[config.mk]
export PLATFORM = sky130hd
export DESIGN_NAME = life_scan_ctrl
export DESIGN_NICKNAME = d
export VERILOG_FILES = /design/src/rtl/life_scan_ctrl.sv
export SDC_FILE = /design/constraint.sdc
export NUM_CORES = 1
export LEC_CHECK = 0
export ABC_AREA = 1
export CORE_MARGIN = 5
export CORE_UTILIZATION = 49
export CTS_BUF_LIST = sky130_fd_sc_hd__clkbuf_16
export CTS_CLUSTER_DIAMETER = 150
export DETAILED_ROUTE_END_ITERATION = 7
export PLACE_DENSITY = 0.82
export SETUP_SLACK_MARGIN = 0.4
export SYNTH_ARGS = -nofsm -noshare
export SYNTH_HDL_FRONTEND = slang
export SYNTH_SLANG_ARGS = --single-unit
[constraint.sdc]
create_clock -name Clock -period 5.5 [get_ports Clock]
set_input_delay 1.1 -clock Clock [delete_from_list [all_inputs] [get_ports Clock]]
set_output_delay 1.1 -clock Clock [all_outputs]
set_load 0.05 [all_outputs]
[src/rtl/life_scan_ctrl.sv]
// life_scan_ctrl: row-multiplexed LED scan of the 16x16 Life grid plus
// generation pacing (free-run every GEN_FRAMES frames, pause, single-step).
// Frame sequence: SNAP (latch grid), then per row DWELL SCAN cycles + 1 BLANK.
// gen_tick only ever fires in the last-row BLANK, so the SNAP that follows
// always latches a complete, single generation.
// Optional: define LIFE_GEN_COUNTER_EN to add the 16-bit gen_count output.
module life_scan_ctrl #(
   parameter int ROWS       = 16,
   parameter int COLS       = 16,
   parameter int DWELL      = 1024,
   parameter int GEN_FRAMES = 8
) (
   input  logic                            Clock,
   input  logic                            reset,
   input  logic [ROWS*COLS-1:0]            grid_in,
   input  logic                            pause,
   input  logic                            step_req,
   output logic                            gen_tick,
   output logic [ROWS-1:0]                 row_sel,
   output logic [COLS-1:0]                 col_data,
   output logic                            frame_start,
   output logic [$clog2(GEN_FRAMES):0]     frame_count
`ifdef LIFE_GEN_COUNTER_EN
   ,
   output logic [15:0]                     gen_count
`endif
);

   localparam int RW  = (ROWS > 1) ? $clog2(ROWS) : 1;
   localparam int DW  = (DWELL > 1) ? $clog2(DWELL) : 1;
   localparam int FCW = $clog2(GEN_FRAMES) + 1;

   typedef enum logic [1:0] {SNAP, SCAN, BLANK} state_t;

   state_t                 state_q, state_d;
   logic [RW-1:0]          row_q, row_d;
   logic [DW-1:0]          dwell_q, dwell_d;
   logic [FCW-1:0]         fc_q, fc_d;
   logic                   pending_q, pending_d;
   logic [ROWS*COLS-1:0]   buffer_q, buffer_d;
   logic [ROWS-1:0]        row_sel_q, row_sel_d;
   logic [COLS-1:0]        col_data_q, col_data_d;
   logic                   frame_start_q, frame_start_d;
   logic                   frame_end;
   logic                   tick_c;
`ifdef LIFE_GEN_COUNTER_EN
   logic [15:0]            gen_count_q, gen_count_d;
`endif

   // Next-state, generation and registered-output logic for the scan FSM.
   always_comb begin
      state_d   = state_q;
      row_d     = row_q;
      dwell_d   = dwell_q;
      fc_d      = fc_q;
      pending_d = pending_q;
      buffer_d  = buffer_q;
      tick_c    = 1'b0;
      frame_end = (state_q == BLANK) && (row_q == RW'(ROWS - 1));

      case (state_q)
         SNAP: begin
            buffer_d = grid_in;
            row_d    = '0;
            dwell_d  = '0;
            state_d  = SCAN;
         end
         SCAN: begin
            if (dwell_q == DW'(DWELL - 1)) begin
               dwell_d = '0;
               state_d = BLANK;
            end else begin
               dwell_d = dwell_q + 1'b1;
            end
         end
         BLANK: begin
            if (!frame_end) begin
               row_d   = row_q + 1'b1;
               state_d = SCAN;
            end else begin
               state_d = SNAP;
               if (fc_q == FCW'(GEN_FRAMES - 1))
                  fc_d = '0;
               else
                  fc_d = fc_q + 1'b1;
               // A pending step left over from a pause still gets honoured
               // once at the frame end even if pause has since dropped.
               if (pause)
                  tick_c = pending_q | step_req;
               else
                  tick_c = (fc_q == FCW'(GEN_FRAMES - 1)) | pending_q;
               pending_d = 1'b0;
            end
         end
         default: state_d = SNAP;
      endcase

      if (!frame_end && pause && step_req)
         pending_d = 1'b1;

      // Outputs are registered, so they are derived from the next state.
      frame_start_d = (state_d == SNAP);
      row_sel_d     = '0;
      col_data_d    = '0;
      if (state_d == SCAN) begin
         row_sel_d  = ROWS'(1) << row_d;
         col_data_d = buffer_d[row_d*COLS +: COLS];
      end

`ifdef LIFE_GEN_COUNTER_EN
      gen_count_d = gen_count_q + {15'd0, tick_c};
`endif
   end

   // State and output registers with synchronous reset.
   always_ff @(posedge Clock) begin
      if (reset) begin
         state_q       <= SNAP;
         row_q         <= '0;
         dwell_q       <= '0;
         fc_q          <= '0;
         pending_q     <= 1'b0;
         buffer_q      <= '0;
         row_sel_q     <= '0;
         col_data_q    <= '0;
         frame_start_q <= 1'b0;
`ifdef LIFE_GEN_COUNTER_EN
         gen_count_q   <= '0;
`endif
      end else begin
         state_q       <= state_d;
         row_q         <= row_d;
         dwell_q       <= dwell_d;
         fc_q          <= fc_d;
         pending_q     <= pending_d;
         buffer_q      <= buffer_d;
         row_sel_q     <= row_sel_d;
         col_data_q    <= col_data_d;
         frame_start_q <= frame_start_d;
`ifdef LIFE_GEN_COUNTER_EN
         gen_count_q   <= gen_count_d;
`endif
      end
   end

   // gen_tick is combinational so a step request in the frame-end cycle acts at once.
   assign gen_tick    = tick_c & ~reset;
   assign row_sel     = row_sel_q;
   assign col_data    = col_data_q;
   assign frame_start = frame_start_q;
   assign frame_count = fc_q;
`ifdef LIFE_GEN_COUNTER_EN
   assign gen_count   = gen_count_q;
`endif

endmodule

## After elaboration in Yosys (flattened, before gate mapping)

Index checks and enable logic that the tools add are counted.

- Add/sub/neg operators: 3
- Equal/unequal tests: 6
- Shifts and indexed selects: 2
- Multiplexer cells: 15
- Bitwise gates (word level): 5
- Reductions and logical operators: 12

Operator list:

| kind | number |
|---|---|
| $mux 256 | 1 |
| $shiftx 256x9->16 | 1 |
| $pmux 10 s2 | 1 |
| $shl 1x4->16 const A | 1 |
| $add 10x1->10 const B | 1 |
| $eq 10x10->1 const B | 1 |
| $mux 10 | 1 |
| $add 4x1->4 const B | 2 |
| $mux 4 | 2 |
| $pmux 4 s2 | 1 |
| $mux 1 | 7 |
| $pmux 2 s3 | 1 |
| $reduce_bool 2->1 | 3 |
| $eq 2x1->1 const B | 2 |
| $eq 4x3->1 const B | 1 |
| $eq 4x4->1 const B | 1 |
| $logic_not 2->1 | 2 |
| $reduce_and 2->1 | 2 |
| $logic_and 1x1->1 | 3 |
| $eq 2x2->1 const B | 1 |
| $mux 2 | 1 |
| $not 1->1 | 2 |
| $or 1x1->1 | 2 |
| $reduce_or 2->1 | 1 |
| other kinds (2) | 2 |

- Register bits: 310
- Bits of input ports: 260
- Output and inout bits: 38
- Word-level logic and storage cells: 52

## Logic depth before layout (Yosys ltp)

- Depth after elaboration: 7
- Gate-level depth with buffers: 13
- Gate-level depth less buffers: 11

## Worst setup path before layout

No wires, ideal clock.

- Path type: input to output
- Start point: in reset
- End point: out gen_tick
- Arrival: 2519 ps
- Data required time: 4400 ps
- Setup slack: 1881 ps
- Stages: 3
- Buffers on the path: 2
- Path through: clkbuf_1 > clkbuf_1 > nor3_1

- Cells in the longest elaborated chain, start to end: 2

RTL lines:

| what | line | text |
|---|---|---|
| start, declared | 14 | `input logic reset,` |
| $not 1->1 | 147 | `assign gen_tick = tick_c & ~reset;` |
| $and 1x1->1 | 147 |  |
| end, declared | 18 | `output logic gen_tick,` |

Every way passes these cells.

## Worst setup path after layout

- Start point: reg row_q[0]
- End point: out gen_tick

- Cells in the longest elaborated chain, start to end: 5

RTL lines:

| what | line | text |
|---|---|---|
| start, declared | 36 | `logic [RW-1:0] row_q, row_d;` |
| start signal, assigned | 132 | `row_q <= row_d;` |
| $eq 4x4->1 | 59 | `frame_end = (state_q == BLANK) && (row_q == RW'(ROWS - 1));` |
| $logic_and 1x1->1 | 59 |  |
| $mux 1 | 77 | `if (!frame_end) begin` |
| $mux 1 | 61 | `case (state_q)` |
| $and 1x1->1 | 147 |  |

Every way passes these cells.

==> results.tsv <==
stage	metric	value	unit
run_status	outcome	completed	
finish	multi_input_area	0.00743	mm²
routing	drc	0	
logic_synthesis	ys_types	31	
clock_tree	cts_buffer_depth	3	
finish	final_cell_mix	nand2_1 (1,137), dfxtp_1 (310), clkdlybuf4s50_1 (296)	
critical_path	cp-start-kind	register	
finish	nets	2693	
timing	hold_viol_final	0	
run	maxCapViolations	0	
routing	drt_first_pass_iters	6	
logic_synthesis	seq_area_frac_synth	43.1	%
logic_synthesis	syn_area	0.0144	mm²
critical_path	crit_slowest_cell	clkdlybuf4s50_1	
routing	totalWireLength	47600	µm
clock_tree	tritoncts	yes	
pwr	pwr-share-clk	40.2	%
routing	viasPerCell	5.37	
logic_synthesis	synth_top_area_cell	dfxtp_1	
pwr	switching_share	25.3	%
pwr	intPower	3.94	mW
critical_path	path_cells	ha_1 > nand3_1 > nor3_1 > inv_1 > nor3_1 > clkdlybuf4s50_1	
place	io_buffers	297	
grt	grt_overflow_total	0	
grt	grt_max_degree	258	
grt	grtUsageTotal	27.3	%
timing	slew_headroom	23.8	%
timing	rsz0062_at_grt	false	
routing	dr_total_vias	15216	
grt	grt_pass1_vias	14274	
finish	final_common_cell	nand2_1	
grt	grt_pass1_wl	73700	µm
finish	nFillCells	2575	
critical_path	cp.required	4400	ps
pwr	switchingPower	1.34	mW
clock_tree	clock-sinks	310	
floorplanning	io_pins	298	
pwr	p_leak	8.51	nW
floorplanning	row_count	62	
pwr	pwr-share-seq	45.4	%
place	dp_cells	2778	
logic_synthesis	synth.area.top_cells	dfxtp_1 (43%), nand2_1 (30%), a21oi_1 (8.9%), nand3_1 (7.5%), buf_2 (2.3%)	
critical_path	path_max_fanout	6	
floorplanning	die_h	181	µm
finish	syn_to_final_growth	27.3	%
pwr	cellPowerDensity	288	mW/mm²
timing	max_freq	0.234	GHz
finish	seq_area	0.00621	mm²
floorplanning	die_area	0.0329	mm²
routing	wl_per_cell	16.8	µm
floorplanning	chipWidth	181	µm
place	hpwl	31900	µm
clock_tree	numCtsBuffers	34	
finish	drive_gt1_share	3.55	%
pwr	peakVddDrop	0.214	mV
timing	drv_slew	0	
critical_path	crit_arrival	3180	ps
logic_synthesis	synth_nets	2496	
critical_path	worst_setup_path_end_kind	primary output	
logic_synthesis	synthCells	2233	
logic_synthesis	yosys_warnings	0	
floorplanning	start_util	49.9	%
timing	finalSetupViolCount	0	
pwr	power_frac_comb	14.4	%
clock_tree	worstSkewPairLatency	510	ps
place	dp_slack	1630	ps
grt	antenna_found_initial	0	
clock_tree	clockRootBuffer	clkbuf_16	
timing	fin_crit	4280	ps
logic_synthesis	avgSynthCellArea	6.44	µm²
clock_tree	h-tree-depth	2	
clock_tree	cts_setup_buffers	0	
logic_synthesis	synth-seq-cells	310	
timing	worstMarginPinSlew	1140	ps
clock_tree	post_cts_resized	0	
routing	antenna_left	0	
logic_synthesis	yosys.area.top_type_share	43.1	%
critical_path	path_class	reg -> out	
critical_path	crit_path_frequent_cell	nor3_1	
floorplanning	coreArea	0.0289	mm²
timing	final.period_utilization	77.8	%
finish	antenna_cells	0	
worst_hold_path	holdCritPathClass	reg -> reg	
clock_tree	hold_buffers	0	
clock_tree	clk_pin_slew	60	ps
timing	finalWorstSetupSlack	1220	ps
timing	finClkSkew	12.5	ps
place	gp_congestion	0.892	
finish	fin_cells	2834	
timing	fin_tns_setup	0	ps
critical_path	max_stage_delay	830	ps
routing	dr.first_iter.drc_count	1604	
[sequential cells by signal, indices dropped and copies added, names as in the netlist]
register     count
buffer_q       256
col_data        16
dwell_q         10
frame_count      4
frame_start      1
pending_q        1
row_q            4
row_sel         16
state_q          2
[per-layer routing]
| layer | up-vias | GRT usage (%) | share of wire, % |
|---|---|---|---|
| met2 | 717 | 43.6 | 46 |
| met5 | - | 0 | 0 |
| met4 | 0 | 11.0 | 4.4 |
| met3 | 122 | 4.91 | 8.3 |
| li1 | 7522 | - | - |
| met1 | 6855 | 36.5 | 41 |
[cell type report]
class	count	share of cell area, %
multi-input combinational	1753	40.5
inverter	20	0.437
sequential	310	33.9
clock buffer	37	5.05
tap	384	2.62
timing repair buffer	311	17.0
clock inverter	19	0.539
[synth_stat cells (all sizes together)]
library cell,n
nor3,6
xnor2,1
ha,3
inv,20
xor2,4
a21boi,1
nand3b,4
nand3,217
or2,18
nor2,59
dfxtp,310
a221oi,1
and3,1
buf,88
o31a,1
clkbuf,62
a21o,1
o21ai,39
nand2,1139
nor4,1
nand4,2
a21oi,255
[per-stage QoR]
stage | area, µm² | hold WS [ps] | power, mW | utilization (%)
3_3_place_gp | 17300 | 455 | 3.17 | 59.9
3_5_place_dp | 17300 | 460 | 3.19 | 59.9
6_report | 18300 | 467 | 5.28 | 63.5
4_1_cts | 18300 | 469 | 5.29 | 63.5
2_1_floorplan | 14400 | 447 | 2.85 | -
5_1_grt | 18300 | 480 | 5.47 | 63.5
[power by group through the flow]
stage / logic (mW) / registers (mW) / clock network [mW]
3_3_place_gp: 0.734 / 2.44 / 0
2_1_floorplan: 0.386 / 2.47 / 0
4_1_cts: 0.752 / 2.39 / 2.15
5_1_grt: 0.831 / 2.40 / 2.24
3_5_place_dp: 0.745 / 2.44 / 0
6_report: 0.758 / 2.40 / 2.12
[path summary, 6_finish.rpt]
kind	startpoint	endpoint	slack, ps	cells after the start
worst min-delay path	buffer_q[110]	buffer_q[110]	470	2
worst max register to register	state_q[1]	col_data[2]	2160	11
worst max-delay path	row_q[0]	gen_tick	1220	6
worst min register to register	buffer_q[110]	buffer_q[110]	470	2
[critical path: cells and delay by family (launching register included)]
kind / cells / cell delay [ps]
buffers and inverters: 2 / 1020
DFF: 1 / 440
adders and majority gates: 1 / 250
and+or+nand+nor: 3 / 960
[cells by family (layout without fill, tap and decap cells)]
family          Yosys count  after routing  share of synthesized area, %
buf+inv                 170            387                          5.40
xor+xnor                  5              5                         0.304
flops                   310            310                          43.1
fa+ha+maj                 3              3                         0.261
compound gates          298            298                          10.6
simple gates           1447           1447                          40.3
Power figures use the tool's default switching activity.
